### src/rtl/ibex_rf_ctrl_pkg.sv
// Shared types and sizing helpers for the register-file write-back control path.
package ibex_rf_ctrl_pkg;

    typedef enum logic {
        WB_SRC_EX  = 1'b0,
        WB_SRC_LSU = 1'b1
    } wb_src_e;

    localparam int unsigned RF_ADDR_W = 5;

    function automatic int unsigned rf_num_words(input bit rv32e);
        return rv32e ? 32'd16 : 32'd32;
    endfunction

endpackage

### src/rtl/ibex_rf_scoreboard.sv
// Pending-write scoreboard: one bit per architectural register x1..x(NUM_WORDS-1),
// set by issue-stage allocation, cleared by the register-file write, wiped by flush.
module ibex_rf_scoreboard
    import ibex_rf_ctrl_pkg::*;
#(
    parameter bit RV32E = 1'b0
) (
    input  logic                 clk_i,
    input  logic                 rst_ni,
    input  logic                 alloc_valid_i,
    input  logic [RF_ADDR_W-1:0] alloc_addr_i,
    input  logic                 clr_valid_i,
    input  logic [RF_ADDR_W-1:0] clr_addr_i,
    input  logic                 flush_i,
    input  logic [RF_ADDR_W-1:0] raddr_a_i,
    input  logic [RF_ADDR_W-1:0] raddr_b_i,
    output logic                 busy_a_o,
    output logic                 busy_b_o
);

    localparam int unsigned NUM_WORDS = rf_num_words(RV32E);

    // x0 has no storage; addresses outside 1..NUM_WORDS-1 never match the loops below.
    logic [NUM_WORDS-1:1] r_pending;
    logic [NUM_WORDS-1:1] w_pending_d;
    logic                 w_busy_a;
    logic                 w_busy_b;

    // Clear first so that a same-cycle alloc to the same register wins; flush overrides both.
    always_comb begin
        w_pending_d = r_pending;
        for (int unsigned i = 1; i < NUM_WORDS; i++) begin
            if (clr_valid_i && (clr_addr_i == RF_ADDR_W'(i))) begin
                w_pending_d[i] = 1'b0;
            end
            if (alloc_valid_i && (alloc_addr_i == RF_ADDR_W'(i))) begin
                w_pending_d[i] = 1'b1;
            end
        end
        if (flush_i) begin
            w_pending_d = '0;
        end
    end

    always_ff @(posedge clk_i or negedge rst_ni) begin
        if (!rst_ni) begin
            r_pending <= '0;
        end else begin
            r_pending <= w_pending_d;
        end
    end

    always_comb begin
        w_busy_a = 1'b0;
        w_busy_b = 1'b0;
        for (int unsigned i = 1; i < NUM_WORDS; i++) begin
            if (raddr_a_i == RF_ADDR_W'(i)) begin
                w_busy_a = r_pending[i];
            end
            if (raddr_b_i == RF_ADDR_W'(i)) begin
                w_busy_b = r_pending[i];
            end
        end
    end

    assign busy_a_o = w_busy_a;
    assign busy_b_o = w_busy_b;

endmodule

### src/rtl/ibex_rf_wb_arbiter.sv
// Round-robin EX/LSU write-back arbiter with a registered register-file write port.
// Define IBEX_WB_SCOREBOARD_EN to build the pending-write scoreboard and busy outputs.
module ibex_rf_wb_arbiter
    import ibex_rf_ctrl_pkg::*;
#(
    parameter bit          RV32E     = 1'b0,
    parameter int unsigned DataWidth = 32
) (
    input  logic                 clk_i,
    input  logic                 rst_ni,
    input  logic                 ex_valid_i,
    output logic                 ex_ready_o,
    input  logic [RF_ADDR_W-1:0] ex_addr_i,
    input  logic [DataWidth-1:0] ex_wdata_i,
    input  logic                 lsu_valid_i,
    output logic                 lsu_ready_o,
    input  logic [RF_ADDR_W-1:0] lsu_addr_i,
    input  logic [DataWidth-1:0] lsu_wdata_i,
    output logic [RF_ADDR_W-1:0] waddr_a_o,
    output logic [DataWidth-1:0] wdata_a_o,
    output logic                 we_a_o,
    input  logic                 alloc_valid_i,
    input  logic [RF_ADDR_W-1:0] alloc_addr_i,
    input  logic                 flush_i,
    input  logic [RF_ADDR_W-1:0] raddr_a_i,
    input  logic [RF_ADDR_W-1:0] raddr_b_i,
    output logic                 busy_a_o,
    output logic                 busy_b_o
);

    // Handshake: a request transfers in any cycle where valid and ready are both high;
    // ready is combinational from both valids and r_prio, and at most one ready is high.
    wb_src_e                r_prio;
    logic                   r_we;
    logic [RF_ADDR_W-1:0]   r_waddr;
    logic [DataWidth-1:0]   r_wdata;

    wb_src_e                w_src;
    logic                   w_contend;
    logic                   w_fire;
    logic                   w_legal;
    logic [RF_ADDR_W-1:0]   w_addr;
    logic [DataWidth-1:0]   w_data;

    always_comb begin
        w_contend = ex_valid_i & lsu_valid_i;
        if (w_contend) begin
            w_src = r_prio;
        end else if (lsu_valid_i) begin
            w_src = WB_SRC_LSU;
        end else begin
            w_src = WB_SRC_EX;
        end
    end

    assign ex_ready_o  = ex_valid_i  & (w_src == WB_SRC_EX);
    assign lsu_ready_o = lsu_valid_i & (w_src == WB_SRC_LSU);
    assign w_fire      = ex_ready_o | lsu_ready_o;
    assign w_addr      = (w_src == WB_SRC_LSU) ? lsu_addr_i  : ex_addr_i;
    assign w_data      = (w_src == WB_SRC_LSU) ? lsu_wdata_i : ex_wdata_i;
    // x0 and out-of-range RV32E targets are accepted but never written.
    assign w_legal     = (w_addr != '0) && !(RV32E && w_addr[RF_ADDR_W-1]);

    always_ff @(posedge clk_i or negedge rst_ni) begin
        if (!rst_ni) begin
            r_prio  <= WB_SRC_EX;
            r_we    <= 1'b0;
            r_waddr <= '0;
            r_wdata <= '0;
        end else begin
            if (w_contend) begin
                r_prio <= (r_prio == WB_SRC_EX) ? WB_SRC_LSU : WB_SRC_EX;
            end
            r_we <= w_fire & w_legal;
            if (w_fire) begin
                r_waddr <= w_addr;
                r_wdata <= w_data;
            end
        end
    end

    assign we_a_o    = r_we;
    assign waddr_a_o = r_waddr;
    assign wdata_a_o = r_wdata;

`ifdef IBEX_WB_SCOREBOARD_EN
    ibex_rf_scoreboard #(
        .RV32E(RV32E)
    ) u_scoreboard (
        .clk_i        (clk_i),
        .rst_ni       (rst_ni),
        .alloc_valid_i(alloc_valid_i),
        .alloc_addr_i (alloc_addr_i),
        .clr_valid_i  (r_we),
        .clr_addr_i   (r_waddr),
        .flush_i      (flush_i),
        .raddr_a_i    (raddr_a_i),
        .raddr_b_i    (raddr_b_i),
        .busy_a_o     (busy_a_o),
        .busy_b_o     (busy_b_o)
    );
`else
    logic w_sb_unused;
    assign w_sb_unused = ^{alloc_valid_i, alloc_addr_i, flush_i, raddr_a_i, raddr_b_i};
    assign busy_a_o    = 1'b0;
    assign busy_b_o    = 1'b0;
`endif

endmodule

### config.mk
export PLATFORM = sky130hd
export DESIGN_NAME = ibex_rf_wb_arbiter
export DESIGN_NICKNAME = d
export VERILOG_FILES = /design/src/rtl/ibex_rf_ctrl_pkg.sv /design/src/rtl/ibex_rf_scoreboard.sv /design/src/rtl/ibex_rf_wb_arbiter.sv
export SDC_FILE = /design/constraint.sdc
export NUM_CORES = 1
export LEC_CHECK = 0
export ABC_AREA = 1
export ABC_CLOCK_PERIOD_IN_PS = 1800
export CAP_MARGIN = 15
export CELL_PAD_IN_SITES_DETAIL_PLACEMENT = 0
export CELL_PAD_IN_SITES_GLOBAL_PLACEMENT = 1
export CORE_UTILIZATION = 24
export CTS_BUF_LIST = sky130_fd_sc_hd__clkbuf_4 sky130_fd_sc_hd__clkbuf_8
export CTS_CLUSTER_DIAMETER = 80
export DETAILED_ROUTE_END_ITERATION = 6
export HOLD_SLACK_MARGIN = 0.1
export PLACE_DENSITY_LB_ADDON = 0.1
export SLEW_MARGIN = 10
export SYNTH_ARGS = -nofsm -noshare
export SYNTH_HDL_FRONTEND = slang
export SYNTH_SLANG_ARGS = --single-unit
### constraint.sdc
create_clock -name clk_i -period 1.8 [get_ports clk_i]
set_clock_uncertainty 0.15 [all_clocks]
set_input_delay 0.27 -clock clk_i [delete_from_list [all_inputs] [get_ports clk_i]]
set_output_delay 0.27 -clock clk_i [all_outputs]
set_load 0.01 [all_outputs]
# == Word-level counts from Yosys, hierarchy flattened ==
# Index checks and enable logic that the tools add are counted.
# totals
in_bits,95
register_bits,39
# classes
muxes,5
n_bitwise,6
n_reduce_logical,1
# ops
operator,count
$mux 32,1
$mux 5,1
$reduce_bool 5->1,1
$and 1x1->1,4
$mux 1,3
$not 1->1,1
$or 1x1->1,1

# == Logic depth before layout (Yosys ltp) ==
# Gate-level depths: netlist (run 1).
# depth
word_depth,6
ltp_mapped,8
depth_no_buf,7

# == Worst setup path before layout (run 1) ==
# No wires, ideal clock.
# synth_path
path_kind,register to register
from,reg r_prio
to,reg r_wdata[10] (netlist: wdata_a_o[10])
path_stages_with_launch,6
setup_slack_ns,0.433
setup_time_ns,0.134
path_buffers,1
t_required_ns,1.516
arrival_time_ns,1.084
synth_period_minus_slack_ns,1.367
path_cell_list,dfrtp_1 > inv_1 > a21oi_4 > nor2_2 > buf_1 > o21ai_1
# synth_between
elab_chain_cells,4
# synth_lines
element,line,source
start: declaration,ibex_rf_wb_arbiter.sv:33,wb_src_e r_prio;
start signal: assignment,ibex_rf_wb_arbiter.sv:72,r_prio <= (r_prio == WB_SRC_EX) ? WB_SRC_LSU : WB_SRC_EX;
$mux 1 *,ibex_rf_wb_arbiter.sv:47,if (w_contend) begin
$not 1->1,ibex_rf_wb_arbiter.sv:56,assign ex_ready_o = ex_valid_i & (w_src == WB_SRC_EX);
$and 1x1->1,ibex_rf_wb_arbiter.sv:56,
$or 1x1->1,ibex_rf_wb_arbiter.sv:58,assign w_fire = ex_ready_o | lsu_ready_o;
end signal: assignment,ibex_rf_wb_arbiter.sv:77,r_wdata <= w_data;
end: declaration,ibex_rf_wb_arbiter.sv:36,logic [DataWidth-1:0] r_wdata;
# Every way passes the cells marked *; elsewhere a longest branch is shown, timed or not.
# A chain may end at the register's enable or synchronous reset.

# == Worst setup path in the final report (run 1) ==
# layout_path
from,reg r_prio
to,out ex_ready_o
# layout_between
elab_chain_cells,3
# layout_lines
element,line,source
$mux 1,ibex_rf_wb_arbiter.sv:47,
$not 1->1,ibex_rf_wb_arbiter.sv:56,
$and 1x1->1,ibex_rf_wb_arbiter.sv:56,
end: declaration,ibex_rf_wb_arbiter.sv:12,"output logic ex_ready_o,"
# Every way passes these cells.

==> results_dict.tcl, run 1 <==
set metrics [dict create \
    report.power.total_mw 2.56 \
    place_ws_ns -0.246 \
    vias_per_cell 4.14 \
    cp_top_family "flip-flops" \
    core_area_um2 7810 \
    ir_worst_vdd_mv 0.301 \
    cts.path.max_buffers 2 \
    nNetsFinal 454 \
    grt_pass1_vias 1869 \
    syn-cell-area_um2 1950 \
    layout_common_cells "112 x clkdlybuf4s50_1, 48 x nand2_1, 42 x o21ai_1" \
    fin_crit_ns 1.69 \
    final_common_cell "clkdlybuf4s50_1" \
    hold_path.startpoint "lsu_valid_i" \
    synth_warnings 0 \
    wire_per_inst_um 12.0 \
    placed_cell_area_um2 3300 \
    max_stage_delay_ns 0.38 \
    cts.clk_slew.worst_paths_ns 0.08 \
    fin_ws_ns 0.112 \
    hold_end "r_prio" \
    layout-drive-gt1-share 0.164 \
    hp-class "primary input to flop" \
    synth_seq_cells 39 \
    setup_viol 0 \
    grt_setup_unrepaired "false" \
    crit_type "flop to primary output" \
    grt_max_degree 42 \
    hold_viol 0 \
    drtAntennaViolNets 0 \
    ys_seq_area_frac 0.500 \
    cts_tree "yes" \
    vias 1914 \
    grt_util_all_layers 0.138 \
    syn_avg_cell_area_um2 8.49 \
    die_x_um 92.2 \
    drt_first_pass_iters 4 \
    clkLatencyLatePin_ns 0.29 \
    place.gp.congestion 0.697 \
    cp_max_fo 5 \
    whs_path_depth 4 \
    antenna_found_initial 0 \
    r2r_start "r_prio" \
    synthCells 230 \
    cp_data_required_time_ns 1.38 \
    syn_to_final_growth_pct 74.4 \
    r2r_slack_ns 0.17 \
    clockRootBuffer "clkbuf_8" \
    critPathBufInv 2 \
    path_depth 4 \
    status "finished, final reports clean" \
    diodes 0 \
    power.static_leakage_nw 1.42 \
    totalWireLength_um 5540 \
    port_buffers 117 \
    drt_iter0_drc 46 \
    r2r-end "wdata_a_o[7]" \
    final_area_um2 3410 \
    die_h_um 92.2 \
    cts_buffers 5 \
    htree_levels 2 \
    drv_cap 0 \
    fp-row-count 32 \
    cp_slowest_cell "dfrtp_1" \
    hold-worst-slack_ns 0.230 \
    finalCritPeriodShare 0.938 \
    power.density_nw_per_um2 752 \
    ys_types 21 \
    start_util 0.250 \
    drc 0 \
    path_cells "inv_1, a21oi_4, nor2_1, dlygate4sd2_1" \
    startpoint_type "flop" \
    grt_remaining_overflow 0 \
    fmax_mhz 592 \
    dpl.hpwl_um 4280 \
    grt_pass1_wl_um 9160 \
    slew_violations 0 \
    arrival_ns 1.27 \
    reg2reg_depth 8 \
    cp-end-kind "primary output" \
    die-area_um2 8500 \
    io_pins 137 \
    cts.sinks 39 \
]
[registers in the layout (all words and copies together), names as in the netlist]
| register | cells |
|---|---|
| r_prio | 1 |
| waddr_a_o | 5 |
| wdata_a_o | 32 |
| we_a_o | 1 |
[how the worst max path moves through the flow]
stage | from | endpoint | slack, ns
2_1_floorplan | r_prio | wdata_a_o[10] | 0.43
3_3_place_gp | ex_valid_i | wdata_a_o[25] | -0.21
3_5_place_dp | ex_valid_i | wdata_a_o[25] | -0.25
4_1_cts | lsu_valid_i | ex_ready_o | 0.03
5_1_grt | r_prio | ex_ready_o | 0.02
6_report | r_prio | ex_ready_o | 0.11
[power breakdown]
group          switching (mW)  total (mW)  internal [mW]
combinational           0.370       0.905          0.536
clock                   0.309       0.574          0.265
sequential             0.0708        1.08           1.01
[layout make-up]
| type | instances | area [um^2] |
|---|---|---|
| Tap cell | 102 | 128 |
| Inverter | 11 | 41.3 |
| Clock inverter | 3 | 15.0 |
| Multi-Input combinational cell | 164 | 827 |
| Timing Repair Buffer | 138 | 1350 |
| Sequential cell | 39 | 976 |
| Clock buffer | 5 | 68.8 |
| Fill cell | 833 | 4400 |
[metal layers]
metal,GRT usage,up-vias,wire length [um]
li1,-,1002,-
met1,0.189,833,2620
met2,0.211,74,2400
met3,0.0415,5,457
met4,0.0352,0,61
met5,0,-,0
[Yosys cell counts, drive strengths merged]
cell    number  area share
nand3        4       0.010
buf         14       0.054
dfrtp       39        0.50
or2         32        0.10
conb         1      0.0019
o21ai       73        0.19
nor2         4      0.0090
inv         11       0.021
nand2       48       0.092
clkbuf       3      0.0064
a21oi        1      0.0083
[repair_timing]
item,CTS,global route
setup buffers,0,2
endpoints found under the hold margin,19,0
hold buffers,1,0
gates resized for setup,3,1
endpoints found under the setup margin,2,1
gates cloned,0,0
[cells by family after synthesis]
kind of cell | after synthesis | synth area share
AND/OR/NAND/NOR | 88 | 0.214
AO/OA/AOI/OAI | 74 | 0.203
flip-flops | 39 | 0.500
buffers and inverters | 28 | 0.0814
other | 1 | 0.00192
[through the flow]
stage	instances	util	setup TNS, ns
after CTS	460	0.434	0
after global placement	451	0.422	-6.50
after floorplan	231	-	0
after global routing	462	0.436	0
final	462	0.436	0
after detailed placement	451	0.422	-7.56
[worst min-delay path, stage by stage]
cell and delay [ns]:
dlymetal6s2s_1 0.15, inv_2 0.08, o21ai_0 0.09, nand2_1 0.05
Power figures use the tool's default switching activity.
==> run 2: changes to the inputs <==
--- a/config.mk
+++ b/config.mk
@@ -11,7 +11,6 @@
 export CELL_PAD_IN_SITES_DETAIL_PLACEMENT = 0
 export CELL_PAD_IN_SITES_GLOBAL_PLACEMENT = 1
 export CORE_UTILIZATION = 24
-export CTS_BUF_LIST = sky130_fd_sc_hd__clkbuf_4 sky130_fd_sc_hd__clkbuf_8
 export CTS_CLUSTER_DIAMETER = 80
 export DETAILED_ROUTE_END_ITERATION = 6
 export HOLD_SLACK_MARGIN = 0.1
@@ -19,4 +18,5 @@
 export SLEW_MARGIN = 10
 export SYNTH_ARGS = -nofsm -noshare
 export SYNTH_HDL_FRONTEND = slang
+export SYNTH_HIERARCHICAL = 1
 export SYNTH_SLANG_ARGS = --single-unit
==> results of run 2 <==
Final layout, timing and power as in run 1 (identical DEF).
Among the figures that moved: Yosys warning count 0 -> 6
==> run 3: changes to the inputs <==
--- a/config.mk
+++ b/config.mk
@@ -15,6 +15,7 @@
 export DETAILED_ROUTE_END_ITERATION = 6
 export HOLD_SLACK_MARGIN = 0.1
 export PLACE_DENSITY_LB_ADDON = 0.1
+export REMOVE_ABC_BUFFERS = 1
 export SLEW_MARGIN = 10
 export SYNTH_ARGS = -nofsm -noshare
 export SYNTH_HDL_FRONTEND = slang
==> run 3 against run 2 <==
Via count is 0.52% lower. Die area stayed put. Total power is 0.80% lower. Non-clock buffer count is 4 lower. Maximum frequency is 0.99% higher. Sequential share of layout area is 0.19 points higher. Critical endpoint unchanged. Highest routed layer unchanged.
==> results_dict.tcl, run 3 <==
set metrics [dict create \
    power.static_leakage_nw 1.40 \
    path_cells "clkdlybuf4s50_1, inv_2, a21oi_4, nor2_1, dlygate4sd2_1" \
    fin_ws_ns 0.128 \
    power.density_nw_per_um2 751 \
    syn-cell-area_um2 1950 \
    synth.area.top_cells "dfrtp_1 50%, o21ai_1 11%, nand2_1 9.2%" \
    p_clk_frac 0.221 \
    die_x_um 92.2 \
    fmax_mhz 598 \
    grt_util_all_layers 0.130 \
    arrival_ns 1.25 \
    final_common_cell "clkdlybuf4s50_1" \
    synth_seq_cells 39 \
    synthTopCellsByCount "48 x nand2_1, 42 x o21ai_1, 39 x dfrtp_1" \
    io_pins 137 \
    drc 0 \
    htree_levels 2 \
    start_util 0.250 \
    layout_common_cells "113 x clkdlybuf4s50_1, 48 x nand2_1, 42 x o21ai_1" \
    vias 1904 \
    hold_viol 0 \
    layout-drive-gt1-share 0.149 \
    cts.clk_slew.worst_paths_ns 0.07 \
    synthCells 230 \
    drt_first_pass_iters 4 \
    diodes 0 \
    cp_slowest_cell "clkdlybuf4s50_1" \
    drtAntennaViolNets 0 \
    place_ws_ns -0.156 \
    synth-compound-area-share 0.203 \
    drt_iter0_drc 50 \
    placed_cell_area_um2 3300 \
    synth_edf_count 0 \
    synth_warnings 6 \
    fp-row-count 32 \
    syn_to_final_growth_pct 73.2 \
    postCtsSetupBuffers 0 \
    clkLatencyLatePin_ns 0.28 \
    yosysTopAreaCell "dfrtp_1" \
    cp_top_family "buffers and inverters" \
    post_synth_xor_area_fraction 0 \
    clockRootBuffer "clkbuf_8" \
    cts.sinks 39 \
    ir_worst_vdd_mv 0.231 \
    synthAdderAreaFrac 0 \
    synth_ff_type "dfrtp_1" \
    cp_max_fo 3 \
    crit_type "primary input to primary output" \
    drv_cap 0 \
    fin_tns_setup_ns 0 \
    power.switching_uw 727 \
    largest_reg_flops 32 \
    vias_per_cell 4.16 \
    setup_viol 0 \
    ys_seq_area_frac 0.500 \
    switching_share 0.286 \
    grt_pass1_wl_um 8630 \
    max_stage_delay_ns 0.49 \
    critPathBufInv 3 \
    cp_data_required_time_ns 1.38 \
    grt_pass1_vias 1751 \
    dpl.hpwl_um 4080 \
    die-area_um2 8500 \
    combPwrFrac 0.353 \
    synth_top_family_by_area "simple AND/OR/NAND/NOR gates" \
    synth-simple-area-share 0.214 \
    totalWireLength_um 5380 \
    grt_setup_unrepaired "false" \
    wire_per_inst_um 11.7 \
    ys_types 21 \
    cp-end-kind "primary output" \
    port_buffers 117 \
    place.gp.congestion 0.696 \
    hp-class "primary input to asynchronous set/reset pin" \
    grt_max_degree 31 \
    yosys.cell_count.top_type "nand2_1" \
    grt_remaining_overflow 0 \
    core_area_um2 7810 \
    die_h_um 92.2 \
    cts_tree "yes" \
    seqPwrFrac 0.426 \
    synth.area.mux_share 0 \
    synth_top_area_frac 0.500 \
    finalCritPeriodShare 0.929 \
    cts.path.max_buffers 2 \
    antenna_found_initial 0 \
    syn_avg_cell_area_um2 8.49 \
    final_area_um2 3380 \
    synthArstFlopShare 1.00 \
    nNetsFinal 450 \
    status "finished, final reports clean" \
    slew_violations 0 \
    startpoint_type "primary input" \
    fin_crit_ns 1.67 \
    p_int_mw 1.81 \
    report.power.total_mw 2.54 \
    cts_buffers 5 \
]
## run 3: cell counts after synthesis
Identical to the previous run, type by type.
## run 3: logic make-up (layout without fill, tap and decap cells)
| group | count (synthesis) | in the layout |
|---|---|---|
| and+or+nand+nor | 88 | 88 |
| DFF | 39 | 39 |
| AOI/OAI and AO/OA | 74 | 74 |
| buffers and inverters | 28 | 153 |
| other | 1 | 2 |
## run 3: final cells by class
cell class	count	area, um^2
repair buffers	134	1330
multi-input cells	164	827
fillers	821	4420
clock buffers	7	76.3
flip-flops and latches	39	976
well taps	102	128
clock inverters	1	5.00
inverters	11	41.3
## run 3: worst paths after layout
kind	to	cells after the start	slack, ns	start
min reg2reg	wdata_a_o[16]	2	0.34	wdata_a_o[16]
max reg2reg	waddr_a_o[4]	6	0.25	r_prio
min	wdata_a_o[13]	2	0.33	rst_ni
min in group clk_i	wdata_a_o[16]	2	0.34	wdata_a_o[16]
max	ex_ready_o	5	0.13	lsu_valid_i
max in group asynchronous	waddr_a_o[2]	3	0.69	rst_ni
## run 3: power by group through the flow
| stage | clock (mW) | sequential [mW] | combinational (mW) |
|---|---|---|---|
| finish | 0.561 | 1.08 | 0.898 |
| floorplan | 0 | 1.16 | 0.252 |
| global placement | 0 | 1.09 | 0.916 |
| global route | 0.622 | 1.10 | 0.988 |
| detailed placement | 0 | 1.10 | 0.919 |
| CTS | 0.599 | 1.08 | 0.920 |
## run 3: routing by layer
metal | GRT usage | up-vias | share of wire
met1 | 0.166 | 831 | 0.46
met4 | 0.0430 | 0 | 0.011
li1 | - | 997 | -
met2 | 0.198 | 71 | 0.44
met3 | 0.0506 | 5 | 0.093
met5 | 0 | - | 0
## run 3: worst register-to-register path, cell delays in order (launching register included)
cell and delay (ns):
dfrtp_1 0.40, inv_1 0.13, a21oi_4 0.07, buf_4 0.16
nor2_4 0.14, buf_4 0.27, o21ai_0 0.12
## run 3: timing repair
action                                 CTS  global route
endpoints found under the hold margin   19             0
hold buffers                             1             0
setup endpoints to repair                2             0
gates resized for setup                  3             0
## run 3: through the flow
step           cells  utilization  hold WS (ns)
2_1_floorplan    214            -        -0.176
3_3_place_gp     449        0.422         0.118
3_5_place_dp     449        0.422         0.122
4_1_cts          458        0.433         0.342
5_1_grt          458        0.433         0.363
6_report         458        0.433         0.329
